==> config.mk <==
export PLATFORM = sky130hd
export DESIGN_NAME = uart_cmd_responder_flat
export DESIGN_NICKNAME = d
export VERILOG_FILES = /design/src/rtl/uart_cmd_responder_pkg.sv /design/src/rtl/uart_cmd_responder_if.sv /design/src/rtl/uart_cmd_responder_link_watchdog.sv /design/src/rtl/uart_cmd_responder.sv /design/src/flat_wrapper.sv
export SDC_FILE = /design/constraint.sdc
export NUM_CORES = 1
export LEC_CHECK = 0
export BUFFER_PORTS_ARGS = -buffer_cell sky130_fd_sc_hd__buf_2
export CAP_MARGIN = 20
export CORE_MARGIN = 3
export CORE_UTILIZATION = 45
export CTS_CLUSTER_DIAMETER = 50
export DETAILED_ROUTE_END_ITERATION = 12
export HOLD_SLACK_MARGIN = 0.02
export PLACE_DENSITY_LB_ADDON = 0.2
export SYNTH_ARGS = -nofsm -noshare
export SYNTH_HDL_FRONTEND = slang
export SYNTH_SLANG_ARGS = --single-unit
export TNS_END_PERCENT = 30
==> constraint.sdc <==
create_clock -name clk -period 2.55 [get_ports clk]
set_input_delay 0.255 -clock clk [delete_from_list [all_inputs] [get_ports clk]]
set_output_delay 0.255 -clock clk [all_outputs]
set_load 0.005 [all_outputs]
==> src/rtl/uart_cmd_responder_pkg.sv <==
// Shared definitions for the control UART link: command bytes, responder FSM
// states and small helpers used by both the responder and the transmitter top.
package uart_cmd_responder_pkg;

  localparam logic [7:0] CMD_ON     = 8'hE6;
  localparam logic [7:0] CMD_OFF    = 8'hDA;
  localparam logic [7:0] CMD_TOGGLE = 8'h4D;
  localparam logic [7:0] CMD_ACK    = 8'h3C;
  localparam logic [7:0] CMD_NACK   = 8'hC3;

  // 2 s of silence at 48 MHz before the output is forced off
  localparam int unsigned TIMEOUT_CYCLES_DEF = 96000000;
  localparam int unsigned START_WAIT_DEF     = 16;

  typedef enum logic [1:0] {
    IDLE      = 2'd0,
    DECODE    = 2'd1,
    SEND      = 2'd2,
    WAIT_DONE = 2'd3
  } resp_state_t;

  // Increment that sticks at all-ones instead of wrapping
  function automatic logic [7:0] sat_inc8(input logic [7:0] v);
    return (v == 8'hFF) ? v : v + 8'd1;
  endfunction

endpackage

==> src/rtl/uart_cmd_responder_if.sv <==
// Byte-level handshake between the responder and the local uart_rx/uart_tx.
// The master side is the UART pair, the slave side is the responder.
interface uart_cmd_responder_if;
  logic [7:0] data_received;
  logic       rx_done;
  logic       parity_error;
  logic       tx_busy;
  logic [7:0] data_to_tx;
  logic       start_tx;

  modport master (
    output data_received, rx_done, parity_error, tx_busy,
    input  data_to_tx, start_tx
  );

  modport slave (
    input  data_received, rx_done, parity_error, tx_busy,
    output data_to_tx, start_tx
  );
endinterface

==> src/rtl/uart_cmd_responder_link_watchdog.sv <==
// Link watchdog: counts cycles since the last accepted command and flags
// expiry. The counter parks at its terminal value rather than wrapping, so
// the expired condition persists until the next reload.
module uart_cmd_responder_link_watchdog
  import uart_cmd_responder_pkg::*;
#(
  parameter int unsigned TIMEOUT_CYCLES = TIMEOUT_CYCLES_DEF
) (
  input  logic clk,
  input  logic reset,
  input  logic reload,
  output logic expire,
  output logic link_timeout
);

  localparam logic [31:0] LAST = 32'(TIMEOUT_CYCLES - 1);

  logic [31:0] count;

  // A reload in the same cycle as expiry wins, so no forced off then
  assign expire = (count == LAST) && !reload;

  // Counter with reload-to-zero, hold at terminal value, sticky timeout flag
  always_ff @(posedge clk or negedge reset) begin
    if (!reset) begin
      count        <= '0;
      link_timeout <= 1'b0;
    end else if (reload) begin
      count        <= '0;
      link_timeout <= 1'b0;
    end else if (count == LAST) begin
      link_timeout <= 1'b1;
    end else begin
      count <= count + 32'd1;
    end
  end

endmodule

==> src/rtl/uart_cmd_responder.sv <==
// Command receiver for the control UART link on each FPGA_modulo submodule.
// Decodes ON/OFF/TOGGLE bytes into the SPWM output enable, answers each
// command with ACK or NACK through uart_tx, and forces the output off when
// the link goes quiet for too long.
module uart_cmd_responder
  import uart_cmd_responder_pkg::*;
#(
  parameter int unsigned TIMEOUT_CYCLES = TIMEOUT_CYCLES_DEF,
  parameter int unsigned START_WAIT     = START_WAIT_DEF
) (
  input  logic                       clk,
  input  logic                       reset,
  uart_cmd_responder_if.slave        bus,
  output logic                       out_enable,
  output logic                       link_timeout,
  output logic [7:0]                 err_count
);

  localparam logic [15:0] WAIT_LAST = 16'(START_WAIT - 1);

  resp_state_t state, state_next;
  logic [7:0]  rx_byte;
  logic        rx_parity;
  logic        start_tx_q, start_tx_next;
  logic [7:0]  tx_byte_q, tx_byte_next;
  logic [15:0] wait_cnt, wait_cnt_next;
  logic        enable_cmd, enable_next;
  logic        reload, expire, err_inc;

  uart_cmd_responder_link_watchdog #(
    .TIMEOUT_CYCLES(TIMEOUT_CYCLES)
  ) u_watchdog (
    .clk          (clk),
    .reset        (reset),
    .reload       (reload),
    .expire       (expire),
    .link_timeout (link_timeout)
  );

  assign bus.start_tx   = start_tx_q;
  assign bus.data_to_tx = tx_byte_q;

  // Next-state, reply, handshake and enable decisions for the responder FSM
  always_comb begin
    state_next    = state;
    start_tx_next = start_tx_q;
    tx_byte_next  = tx_byte_q;
    wait_cnt_next = wait_cnt;
    enable_cmd    = out_enable;
    reload        = 1'b0;
    err_inc       = 1'b0;

    case (state)
      IDLE: begin
        if (bus.rx_done) state_next = DECODE;
      end
      DECODE: begin
        state_next = SEND;
        if (rx_parity) begin
          tx_byte_next = CMD_NACK;
          err_inc      = 1'b1;
        end else begin
          case (rx_byte)
            CMD_ON: begin
              enable_cmd   = 1'b1;
              reload       = 1'b1;
              tx_byte_next = CMD_ACK;
            end
            CMD_OFF: begin
              enable_cmd   = 1'b0;
              reload       = 1'b1;
              tx_byte_next = CMD_ACK;
            end
            CMD_TOGGLE: begin
              enable_cmd   = ~out_enable;
              reload       = 1'b1;
              tx_byte_next = CMD_ACK;
            end
            CMD_ACK: begin
              state_next = IDLE;
            end
            default: begin
              tx_byte_next = CMD_NACK;
              err_inc      = 1'b1;
            end
          endcase
        end
      end
      SEND: begin
        if (start_tx_q) begin
          if (bus.tx_busy) begin
            start_tx_next = 1'b0;
            state_next    = WAIT_DONE;
          end else if (wait_cnt == WAIT_LAST) begin
            start_tx_next = 1'b0;
            err_inc       = 1'b1;
            state_next    = IDLE;
          end else begin
            wait_cnt_next = wait_cnt + 16'd1;
          end
        end else if (!bus.tx_busy) begin
          start_tx_next = 1'b1;
          wait_cnt_next = '0;
        end
      end
      WAIT_DONE: begin
        if (!bus.tx_busy) state_next = IDLE;
      end
    endcase

    // A byte arriving while busy is dropped; all error sources merge into one increment
    if (bus.rx_done && state != IDLE) err_inc = 1'b1;

    if (reload)      enable_next = enable_cmd;
    else if (expire) enable_next = 1'b0;
    else             enable_next = enable_cmd;
  end

  // State and datapath registers, cleared asynchronously by the shared reset net
  always_ff @(posedge clk or negedge reset) begin
    if (!reset) begin
      state      <= IDLE;
      rx_byte    <= '0;
      rx_parity  <= 1'b0;
      start_tx_q <= 1'b0;
      tx_byte_q  <= CMD_ACK;
      wait_cnt   <= '0;
      out_enable <= 1'b0;
      err_count  <= '0;
    end else begin
      state      <= state_next;
      start_tx_q <= start_tx_next;
      tx_byte_q  <= tx_byte_next;
      wait_cnt   <= wait_cnt_next;
      out_enable <= enable_next;
      if (state == IDLE && bus.rx_done) begin
        rx_byte   <= bus.data_received;
        rx_parity <= bus.parity_error;
      end
      if (err_inc) err_count <= sat_inc8(err_count);
    end
  end

endmodule

==> src/flat_wrapper.sv <==
// flat-port wrapper written by rule: the top's interface ports become plain ports
module uart_cmd_responder_flat import uart_cmd_responder_pkg::*;
#(
  parameter int unsigned TIMEOUT_CYCLES = TIMEOUT_CYCLES_DEF,
  parameter int unsigned START_WAIT     = START_WAIT_DEF
)
  (clk, reset, out_enable, link_timeout, err_count, bus_data_received, bus_rx_done, bus_parity_error, bus_tx_busy, bus_data_to_tx, bus_start_tx);
  uart_cmd_responder_if bus_i ();
  input  logic clk;
  input  logic reset;
  output logic out_enable;
  output logic link_timeout;
  output logic [7:0] err_count;
  input wire logic [$bits(bus_i.data_received)-1:0] bus_data_received;
  input wire logic [$bits(bus_i.rx_done)-1:0] bus_rx_done;
  input wire logic [$bits(bus_i.parity_error)-1:0] bus_parity_error;
  input wire logic [$bits(bus_i.tx_busy)-1:0] bus_tx_busy;
  output wire logic [$bits(bus_i.data_to_tx)-1:0] bus_data_to_tx;
  output wire logic [$bits(bus_i.start_tx)-1:0] bus_start_tx;
  assign bus_i.data_received = bus_data_received;
  assign bus_i.rx_done = bus_rx_done;
  assign bus_i.parity_error = bus_parity_error;
  assign bus_i.tx_busy = bus_tx_busy;
  assign bus_data_to_tx = bus_i.data_to_tx;
  assign bus_start_tx = bus_i.start_tx;
  uart_cmd_responder #(.TIMEOUT_CYCLES(TIMEOUT_CYCLES), .START_WAIT(START_WAIT)) u_core (.clk(clk), .reset(reset), .bus(bus_i), .out_enable(out_enable), .link_timeout(link_timeout), .err_count(err_count));
endmodule
==> results of run 1 <==
metal layers:
layer  GRT usage (%)  share of wire, %  vias up
met5               0                 0        -
met4            6.20               1.3        0
met3            3.65               4.5        8
met2            24.7                45       58
met1            23.7                49     1441
li1                -                 -     1463
how the worst min path moves through the flow:
stage	end	slack [ns]	cells past startpoint
6_report	u_core.u_watchdog.count[14]	0.04	1
5_1_grt	u_core.u_watchdog.count[14]	0.11	1
4_1_cts	u_core.u_watchdog.count[15]	0.07	1
3_5_place_dp	u_core.u_watchdog.count[14]	0.46	1
3_3_place_gp	u_core.u_watchdog.count[14]	0.46	1
2_1_floorplan	u_core.bus.data_to_tx[6]	-0.04	0
kinds of logic (layout without fill, tap and decap cells):
logic type                 Yosys count  count (layout)  synth area share, %
DFF                                 72              72                 46.2
xor gates and xnor gates            35              35                 7.85
AOI/OAI and AO/OA                   61              61                 9.71
adders and majority gates            7               7                 2.24
buffers and inverters               24              65                 3.56
and+or+nand+nor                    172             172                 26.2
muxes                               15              15                 4.20
where the power goes:
group          switching (mW)  internal [mW]  total [mW]
Clock                   0.429          0.563       0.992
Sequential              0.259           1.38        1.63
Combinational           0.475          0.467       0.942
Total                    1.16           2.41        3.57
worst register-to-register path, stage by stage (launching register included):
cell and delay [ns]:
dfrtp_1 0.41, or4bb_1 0.56, a211oi_2 0.30, o21a_1 0.48
buf_4 0.30, nor2_1 0.07
cells in the mapped netlist (2+ instances only):
master	number
dfrtp_1	71
nor2_1	39
nand2_1	25
xnor2_1	22
a21oi_1	18
o21ai_0	15
nand3_1	14
xor2_1	13
nand4_1	12
and3_1	11
inv_1	11
mux2_2	10
or3_1	10
nor4_1	9
nor3_1	8
ha_1	7
o21ai_1	7
buf_4	6
and4_1	4
mux2i_1	4
nand2b_1	4
a211oi_1	3
buf_2	3
buf_6	3
nor2b_1	3
nor3_2	3
nor3b_1	3
a211oi_2	2
a21o_1	2
a22o_1	2
and2b_2	2
nand3_2	2
nand4b_1	2
nand4bb_1	2
o211ai_1	2
or3_2	2
or4_1	2
registers in the layout, indices dropped and copies added (netlist names), 2 cells and up:
signal	cells
u_core.bus.data_to_tx	2
u_core.u_watchdog.count	32
u_core.state	2
u_core.err_count	8
u_core.rx_byte	8
u_core.wait_cnt	16
final cells by class:
cell class              instances  area (um^2)
fillers                       759         3920
multi-input cells             290         1960
flip-flops and latches         72         1800
repair buffers                 38          223
clock buffers                  13          179
well taps                     105          131
clock inverters                 3         46.3
inverters                      11         41.3
==> results.py, run 1 <==
metrics = {
    "cts": {
        "cts-resized-gates": 0,
        "cts_buffers": 9,
        "post_cts_buffers": 0,
        "clkTransAtPathRegs_ns": 0.08,
        "cts.sinks": 72,
        "root_buffer": "clkbuf_8",
        "clk_latency_ns": 0.34,
        "cts_tree": "built",
        "cts_buffer_depth": 2,
        "postCtsHoldBufs": 0,
        "htreeDepth": 3,
    },
    "place": {
        "dpl_cell_area_um2": 4160,
        "hpwl_um": 5330,
        "port_buffers": 31,
        "dp_slack_ns": 0.338,
        "gp_congestion": 0.840,
        "placed_cells": 516,
    },
    "sta": {
        "rsz0062_at_grt": "no",
        "slew_violations": 0,
        "fin_crit_sh_pct": 87.1,
        "period_minus_slack_ns": 2.22,
        "fmax_mhz": 450,
        "skew_ns": 0.0110,
        "worstMarginPinSlew_ns": 0.901,
        "hold_slack_ns": 0.0369,
        "setup-violations-final": 0,
        "fin_setup_tns_ns": 0,
        "slew-limit-headroom_pct": 39.9,
        "finalHoldViolCount": 0,
        "setup_ws_ns": 0.330,
    },
    "logic_synthesis": {
        "syn_area_um2": 3900,
        "avgSynthCellArea_um2": 10.1,
        "yosysUniqueCellTypes": 65,
        "syn-num-nets": 406,
        "synth_edf_count": 0,
        "yosys_warnings": 0,
        "synth_top_cell_area_share_pct": 45.5,
        "yosys_register_bits": 72,
        "syn_inst": 386,
        "synthArstFlopShare_pct": 100,
        "ys.flop_type": "dfrtp_1",
        "seq_area_frac_synth_pct": 46.2,
        "synth.area.top_cells": "dfrtp_1, xnor2_1, nor2_1",
        "synth_largest_area_cell": "dfrtp_1",
    },
    "setup_path": {
        "timing.rr.start": "u_core.rx_byte[3]",
        "cp-end-kind": "flip-flop",
        "worst-endpoint-required_ns": 2.78,
        "critPathSlowestCell": "or4bb_1",
        "r2r_cells": 5,
        "crit_end": "u_core.u_watchdog.count[10]",
        "crit_path_start_kind": "flip-flop",
        "critPathTopFamily": "compound AO/OA/AOI/OAI gates",
        "r2r-end": "u_core.u_watchdog.count[10]",
        "cp_max_fo": 13,
        "crit_path_cell_trace": "or4bb_1, a211oi_2, o21a_1, buf_4, nor2_1",
        "critical_path_arrival_ns": 2.45,
        "worst_path_largest_cell_delay_ns": 0.56,
        "r2r_slack_ns": 0.33,
        "crit_start": "u_core.rx_byte[3]",
        "cp_num_cells": 5,
        "criticalPathCategory": "flip-flop to flip-flop",
        "critPathBufInv": 1,
    },
    "pwr": {
        "finalPower_mw": 3.57,
        "p_leak_nw": 1.94,
        "ir_drop_mv": 0.544,
        "p_per_area_nw_per_um2": 814,
    },
    "flow_run": {
        "maxCapViolations": 0,
    },
    "drt": {
        "wl_per_cell_um": 14.3,
        "wirelength_um": 7590,
        "dr.pass1.iters": 4,
        "ant_nets": 0,
        "route.detailed.drc": 0,
        "drt_iter0_markers": 107,
        "viasPerCell": 5.58,
        "vias": 2970,
    },
    "worst_hold_path": {
        "hold_class": "input pin to asynchronous set/reset pin",
    },
    "floorplanning": {
        "die_w_um": 99.1,
        "dieArea_um2": 9830,
        "num_rows": 33,
        "core-area_um2": 8300,
        "start_util_pct": 47.0,
        "die_h_um": 99.1,
        "num_io_pins": 32,
    },
    "finish": {
        "fin_area_um2": 4380,
        "final_common_cell": "dfrtp_1",
        "final_cell_mix": "dfrtp_1, nor2_1, buf_2",
        "area_growth_pct": 12.3,
        "layout-drive-gt1-share_pct": 20.6,
        "diodes": 0,
        "final_util_pct": 52.8,
        "fin_cells": 532,
        "nets": 442,
    },
    "grt": {
        "antenna_found_initial": 0,
        "grt_pass1_wl_um": 13400,
        "grt_pass1_vias": 2908,
        "grt_usage_pct": 16.6,
        "grt_max_degree": 73,
        "overflow": 0,
    },
    "status": {
        "outcome": "finished clean",
    },
}
Note: power is estimated with default switching activity, not from simulation.
==> run 2: changes to the inputs <==
--- a/config.mk
+++ b/config.mk
@@ -5,10 +5,11 @@
 export SDC_FILE = /design/constraint.sdc
 export NUM_CORES = 1
 export LEC_CHECK = 0
+export ABC_AREA = 1
 export BUFFER_PORTS_ARGS = -buffer_cell sky130_fd_sc_hd__buf_2
 export CAP_MARGIN = 20
 export CORE_MARGIN = 3
-export CORE_UTILIZATION = 45
+export CORE_UTILIZATION = 61
 export CTS_CLUSTER_DIAMETER = 50
 export DETAILED_ROUTE_END_ITERATION = 12
 export HOLD_SLACK_MARGIN = 0.02
==> results.py, run 2 <==
metrics = {
    "logic_synthesis": {
        "syn_area_um2": 4390,
        "seq_area_frac_synth_pct": 41.1,
        "synth-adder-area-share_pct": 2.00,
        "syn_inst": 567,
        "yosys_warnings": 0,
        "synth_top_family_by_area": "simple AND/OR/NAND/NOR gates",
        "synth.area.top_cells": "dfrtp_1, nand2_1, inv_1",
        "ys.flop_type": "dfrtp_1",
        "synth_largest_area_cell": "dfrtp_1",
        "synth_edf_count": 0,
        "synth_compound_area_share_pct": 8.59,
        "synthMuxAreaShare_pct": 0.257,
        "synth.most_common_cell": "nand2_1",
        "synth_common_cells": "nand2_1, dfrtp_1, inv_1, nor2_1, nand3_1",
        "syn-num-nets": 587,
        "synthSimpleGateAreaFrac_pct": 35.6,
        "synthArstFlopShare_pct": 100,
        "yosys_register_bits": 72,
        "avgSynthCellArea_um2": 7.73,
        "synth_top_cell_area_share_pct": 40.5,
        "synthXorXnorAreaFrac_pct": 3.79,
        "yosysUniqueCellTypes": 43,
    },
    "setup_path": {
        "critPathSlowestCell": "dfrtp_1",
        "crit_path_start_kind": "flip-flop",
        "cp_max_fo": 25,
        "worst-endpoint-required_ns": 2.81,
        "crit_path_cell_trace": "ha_1, nand2_2, nor2_4, inv_1, nor2_2, nand2_2, nand2_4, nand2_4, inv_1, nand2_1, o21ai_0",
        "cp-end-kind": "flip-flop",
        "worst_path_largest_cell_delay_ns": 0.44,
        "critical_path_arrival_ns": 2.26,
        "criticalPathCategory": "flip-flop to flip-flop",
    },
    "cts": {
        "cts_buffer_depth": 2,
        "cts_tree": "built",
        "clkTransAtPathRegs_ns": 0.08,
        "cts.sinks": 72,
        "cts-resized-gates": 0,
        "clk_latency_ns": 0.35,
        "postCtsHoldBufs": 1,
        "root_buffer": "clkbuf_8",
        "cts_buffers": 9,
        "htreeDepth": 3,
        "post_cts_buffers": 0,
    },
    "sta": {
        "finalHoldViolCount": 0,
        "slew-limit-headroom_pct": 57.3,
        "slew_violations": 0,
        "skew_ns": 0.00842,
        "fin_crit_sh_pct": 78.2,
        "rsz0062_at_grt": "no",
        "fin_setup_tns_ns": 0,
        "setup_ws_ns": 0.555,
        "setup-violations-final": 0,
        "period_minus_slack_ns": 1.99,
        "worstMarginPinSlew_ns": 0.641,
        "fmax_mhz": 501,
    },
    "finish": {
        "max_flop_register": "u_core.u_watchdog.count",
        "diodes": 0,
        "area_growth_pct": 10.2,
        "layout-drive-gt1-share_pct": 16.4,
        "nets": 619,
        "largest_reg_flops": 32,
        "final_common_cell": "nand2_1",
        "largestRegisters": "u_core.u_watchdog.count: 32 flops, u_core.wait_cnt: 16 flops",
        "nFillCells": 562,
        "final_cell_mix": "nand2_1, inv_1, dfrtp_1",
    },
    "grt": {
        "grt_pass1_wl_um": 16600,
        "grt_pass1_vias": 3694,
        "antenna_found_initial": 0,
        "grt_usage_pct": 24.7,
        "grt_max_degree": 47,
        "overflow": 0,
    },
    "drt": {
        "route.detailed.drc": 0,
        "drt_iter0_markers": 216,
        "viasPerCell": 5.53,
        "wl_per_cell_um": 13.7,
        "ant_nets": 0,
        "vias": 3868,
        "wirelength_um": 9620,
        "dr.pass1.iters": 5,
    },
    "flow_run": {
        "maxCapViolations": 0,
    },
    "floorplanning": {
        "num_rows": 30,
        "die_w_um": 90.8,
        "core-area_um2": 6870,
        "die_h_um": 90.8,
        "num_io_pins": 32,
        "start_util_pct": 63.8,
        "dieArea_um2": 8240,
    },
    "place": {
        "dp_slack_ns": 0.574,
        "gp_congestion": 0.970,
        "port_buffers": 31,
        "hpwl_um": 7130,
    },
    "worst_hold_path": {
        "hold_class": "input pin to flip-flop",
    },
    "pwr": {
        "p_per_area_nw_per_um2": 853,
        "p_leak_nw": 2.37,
        "ir_drop_mv": 0.456,
    },
    "status": {
        "outcome": "finished clean",
    },
}
run 2: cell count changes after synthesis, sizes merged, moves of 12 or more:
cell / before / now
nand2: 25 / 135
nor2: 40 / 64
xnor2: 22 / 3
or3: 12 / 0
inv: 11 / 75
nand3: 16 / 45
nand4: 13 / 31
o21ai: 22 / 34
run 2: final cells by class:
cell class	count	area [um^2]	area share (%)
multi-input cells	407	2200	45.6
repair buffers	34	193	3.99
inverters	75	282	5.83
clock buffers	10	138	2.85
clock inverters	6	92.6	1.92
well taps	96	120	2.49
flip-flops and latches	72	1800	37.3
run 2: path summary, 6_finish.rpt:
path | end | start | depth (start not counted) | slack [ns]
worst max-delay path | u_core.wait_cnt[12] | u_core.wait_cnt[0] | 11 | 0.56
worst min-delay path | u_core.rx_byte[6] | bus_data_received[6] | 2 | 0.14
worst max register to register | u_core.wait_cnt[12] | u_core.wait_cnt[0] | 11 | 0.56
worst min register to register | u_core.u_watchdog.link_timeout | u_core.u_watchdog.link_timeout | 2 | 0.52
max in group asynchronous | u_core.bus.data_to_tx[5] | reset | 3 | 1.39
min in group asynchronous | u_core.rx_byte[5] | reset | 2 | 0.46
run 2: layer usage:
layer | share of wire (%) | vias up | wire, um | track usage (%)
met5 | 0 | - | 0 | 0
met4 | 2.1 | 0 | 202 | 10.9
met3 | 5.2 | 18 | 497 | 4.92
met2 | 47 | 116 | 4500 | 38.8
met1 | 46 | 1807 | 4420 | 33.1
li1 | - | 1927 | - | -
run 2: critical path, delay by kind of cell, from the launching register on:
kind / cells / cell delay, ns
adders and majority gates: 1 / 0.29
and+or+nand+nor: 7 / 0.84
DFF: 1 / 0.44
buffers and inverters: 2 / 0.25
AOI/OAI and AO/OA: 1 / 0.08
run 2: kinds of logic after synthesis:
kind of cell             count (synthesis)
AND/OR/NAND/NOR                        316
AO/OA/AOI/OAI                           64
buffers and inverters                   88
multiplexers                             1
adder cells (fa/ha/maj)                  7
XOR/XNOR                                19
flip-flops                              72
run 2: power by group:
group	internal [mW]	switching, mW	total (mW)
clock	0.581	0.456	1.04
combinational	0.483	0.828	1.31
sequential	1.44	0.330	1.77
run 2: metrics by stage:
stage	cells	power (mW)	util, %	hold slack, ns	area [um^2]
2_1_floorplan	567	2.76	-	-0.0406	4390
3_3_place_gp	683	3.05	66.8	0.298	4590
3_5_place_dp	683	3.10	66.8	0.310	4590
4_1_cts	700	4.14	70.3	0.126	4830
5_1_grt	700	4.44	70.3	0.129	4830
6_report	700	4.12	70.3	0.138	4830
==> run 3: changes to the inputs <==
--- a/config.mk
+++ b/config.mk
@@ -5,11 +5,11 @@
 export SDC_FILE = /design/constraint.sdc
 export NUM_CORES = 1
 export LEC_CHECK = 0
-export ABC_AREA = 1
+export ABC_AREA = 0
 export BUFFER_PORTS_ARGS = -buffer_cell sky130_fd_sc_hd__buf_2
 export CAP_MARGIN = 20
 export CORE_MARGIN = 3
-export CORE_UTILIZATION = 61
+export CORE_UTILIZATION = 54
 export CTS_CLUSTER_DIAMETER = 50
 export DETAILED_ROUTE_END_ITERATION = 12
 export HOLD_SLACK_MARGIN = 0.02
==> constraint.sdc (replaced) <==
create_clock -name clk -period 1.7 [get_ports clk]
set_input_delay 0.17 -clock clk [delete_from_list [all_inputs] [get_ports clk]]
set_output_delay 0.17 -clock clk [all_outputs]
set_load 0.005 [all_outputs]
==> results.py, run 3 (synthesis gave the netlist of run 1 again) <==
metrics = {
    "status": {
        "outcome": "finished, violations left",
        "violations": "setup timing",
    },
    "grt": {
        "grt_usage_pct": 26.9,
        "grt_pass1_wl_um": 18000,
        "overflow": 0,
        "antenna_found_initial": 0,
        "grt_pass1_vias": 3824,
        "grt_max_degree": 73,
    },
    "drt": {
        "route.detailed.drc": 0,
        "drt_iter0_markers": 167,
        "vias": 3682,
        "dr.pass1.iters": 4,
        "wl_per_cell_um": 17.4,
        "ant_nets": 0,
        "wirelength_um": 11100,
        "viasPerCell": 5.77,
    },
    "floorplanning": {
        "die_w_um": 91.0,
        "core-area_um2": 6910,
        "start_util_pct": 56.5,
        "die_h_um": 91.0,
        "dieArea_um2": 8280,
        "num_io_pins": 32,
        "num_rows": 30,
    },
    "setup_path": {
        "worst-endpoint-required_ns": 1.94,
        "cp_max_fo": 4,
        "crit_path_cell_trace": "or4bb_4, a211oi_4, buf_4, nor3_2, o21bai_4, mux2_4",
        "worst_path_largest_cell_delay_ns": 0.57,
        "critPathSlowestCell": "or4bb_4",
        "criticalPathCategory": "flip-flop to flip-flop",
        "crit_path_start_kind": "flip-flop",
        "cp-end-kind": "flip-flop",
        "critical_path_arrival_ns": 2.22,
    },
    "cts": {
        "clk_latency_ns": 0.35,
        "cts.sinks": 72,
        "cts_buffers": 9,
        "htreeDepth": 3,
        "root_buffer": "clkbuf_8",
        "cts_buffer_depth": 2,
        "cts_tree": "built",
        "clkTransAtPathRegs_ns": 0.08,
    },
    "sta": {
        "setup-violations-final": 53,
        "skew_ns": 0.0103,
        "slew_violations": 0,
        "hold_slack_ns": 0.0461,
        "finalHoldViolCount": 0,
        "worstMarginPinSlew_ns": 0.572,
        "period_minus_slack_ns": 1.97,
        "rsz0062_at_grt": "yes",
        "fin_crit_sh_pct": 116,
        "setup_ws_ns": -0.273,
        "fmax_mhz": 507,
        "slew-limit-headroom_pct": 61.7,
    },
    "flow_run": {
        "maxCapViolations": 0,
    },
    "place": {
        "hpwl_um": 6700,
        "gp_congestion": 0.848,
        "dp_slack_ns": -0.247,
        "port_buffers": 31,
    },
    "finish": {
        "area_growth_pct": 46.3,
        "final_common_cell": "buf_4",
        "diodes": 0,
        "largest_reg_flops": 32,
        "layout-drive-gt1-share_pct": 46.5,
        "final_cell_mix": "buf_4, dfrtp_1, buf_2",
        "largestRegisters": "u_core.u_watchdog.count: 32 flops, u_core.wait_cnt: 16 flops",
        "nets": 558,
        "max_flop_register": "u_core.u_watchdog.count",
    },
    "pwr": {
        "finalPower_mw": 6.57,
        "p_per_area_nw_per_um2": 1150,
        "ir_drop_mv": 1.34,
        "p_leak_nw": 2.60,
    },
    "worst_hold_path": {
        "hold_class": "input pin to flip-flop",
    },
}
run 3: changes by cell type in the layout (fill, tap and decap cells not counted), moves of 8 or more:
cell	before	now
and3_1	0	10
inv_1	71	10
mux2_2	1	9
buf_4	1	105
nor3_1	13	4
nand4_1	29	12
buf_6	0	9
xnor2_1	3	21
o21ai_0	24	15
nand2_1	127	25
or3_1	0	9
nand3_1	42	14
nor2_1	57	29
run 3: routing by layer:
| layer | vias up | routed length (um) | GRT usage [%] | part of all wire [%] |
|---|---|---|---|---|
| li1 | 1694 | - | - | - |
| met5 | - | 0 | 0 | 0 |
| met3 | 41 | 562 | 6.46 | 5.0 |
| met1 | 1831 | 4290 | 32.2 | 39 |
| met4 | 0 | 329 | 11.2 | 3.0 |
| met2 | 116 | 5950 | 46.2 | 53 |
run 3: power by group:
part	total (mW)	internal (mW)	switching (mW)
Clock	1.52	0.859	0.665
Combinational	2.65	1.44	1.21
Sequential	2.40	2.06	0.338
run 3: repair_timing:
action / in CTS / in global routing
hold endpoints to repair: 71 / 0
endpoints found under the setup margin: 55 / 61
pin swaps: 29 / 17
gates cloned: 4 / 1
resized for setup: 28 / 32
hold buffers: 1 / 0
buffers inserted: 4 / 6
run 3: area by class of cell:
type                            count  area, um^2
Multi-Input combinational cell    291        2310
Sequential cell                    72        1800
Timing Repair Buffer              153        1210
Fill cell                         389        1200
Clock buffer                       10         138
Tap cell                           96         120
Clock inverter                      5        81.3
Inverter                           11        41.3
run 3: per-stage QoR:
stage | setup TNS [ns] | area [um^2] | std cells | utilization (%)
after global placement | -5.04 | 5070 | 607 | 73.4
after floorplan | -2.40 | 4050 | 386 | -
after global routing | -14.62 | 5710 | 638 | 82.7
after CTS | -8.11 | 5530 | 631 | 80.0
after detailed placement | -7.24 | 5070 | 607 | 73.4
final | -10.04 | 5710 | 638 | 82.7
run 3: path summary, 6_finish.rpt:
path	cells after the start	startpoint	to	slack, ns
setup / recovery	6	u_core.rx_byte[5]	u_core.err_count[1]	-0.27
hold / removal	2	bus_data_received[1]	u_core.rx_byte[1]	0.05
setup reg to reg	6	u_core.rx_byte[5]	u_core.err_count[1]	-0.27
hold reg to reg	2	u_core.bus.data_to_tx[5]	u_core.bus.data_to_tx[5]	0.49
max in group asynchronous	3	reset	u_core.bus.data_to_tx[5]	0.95
min in group asynchronous	3	reset	u_core.u_watchdog.count[18]	0.38
run 3: critical path: cells and delay by family, from the launching register on:
| family | cells | cell delay (ns) |
|---|---|---|
| AND/OR/NAND/NOR | 2 | 0.62 |
| flip-flops | 1 | 0.39 |
| AO/OA/AOI/OAI | 2 | 0.38 |
| multiplexers | 1 | 0.32 |
| buffers and inverters | 1 | 0.15 |
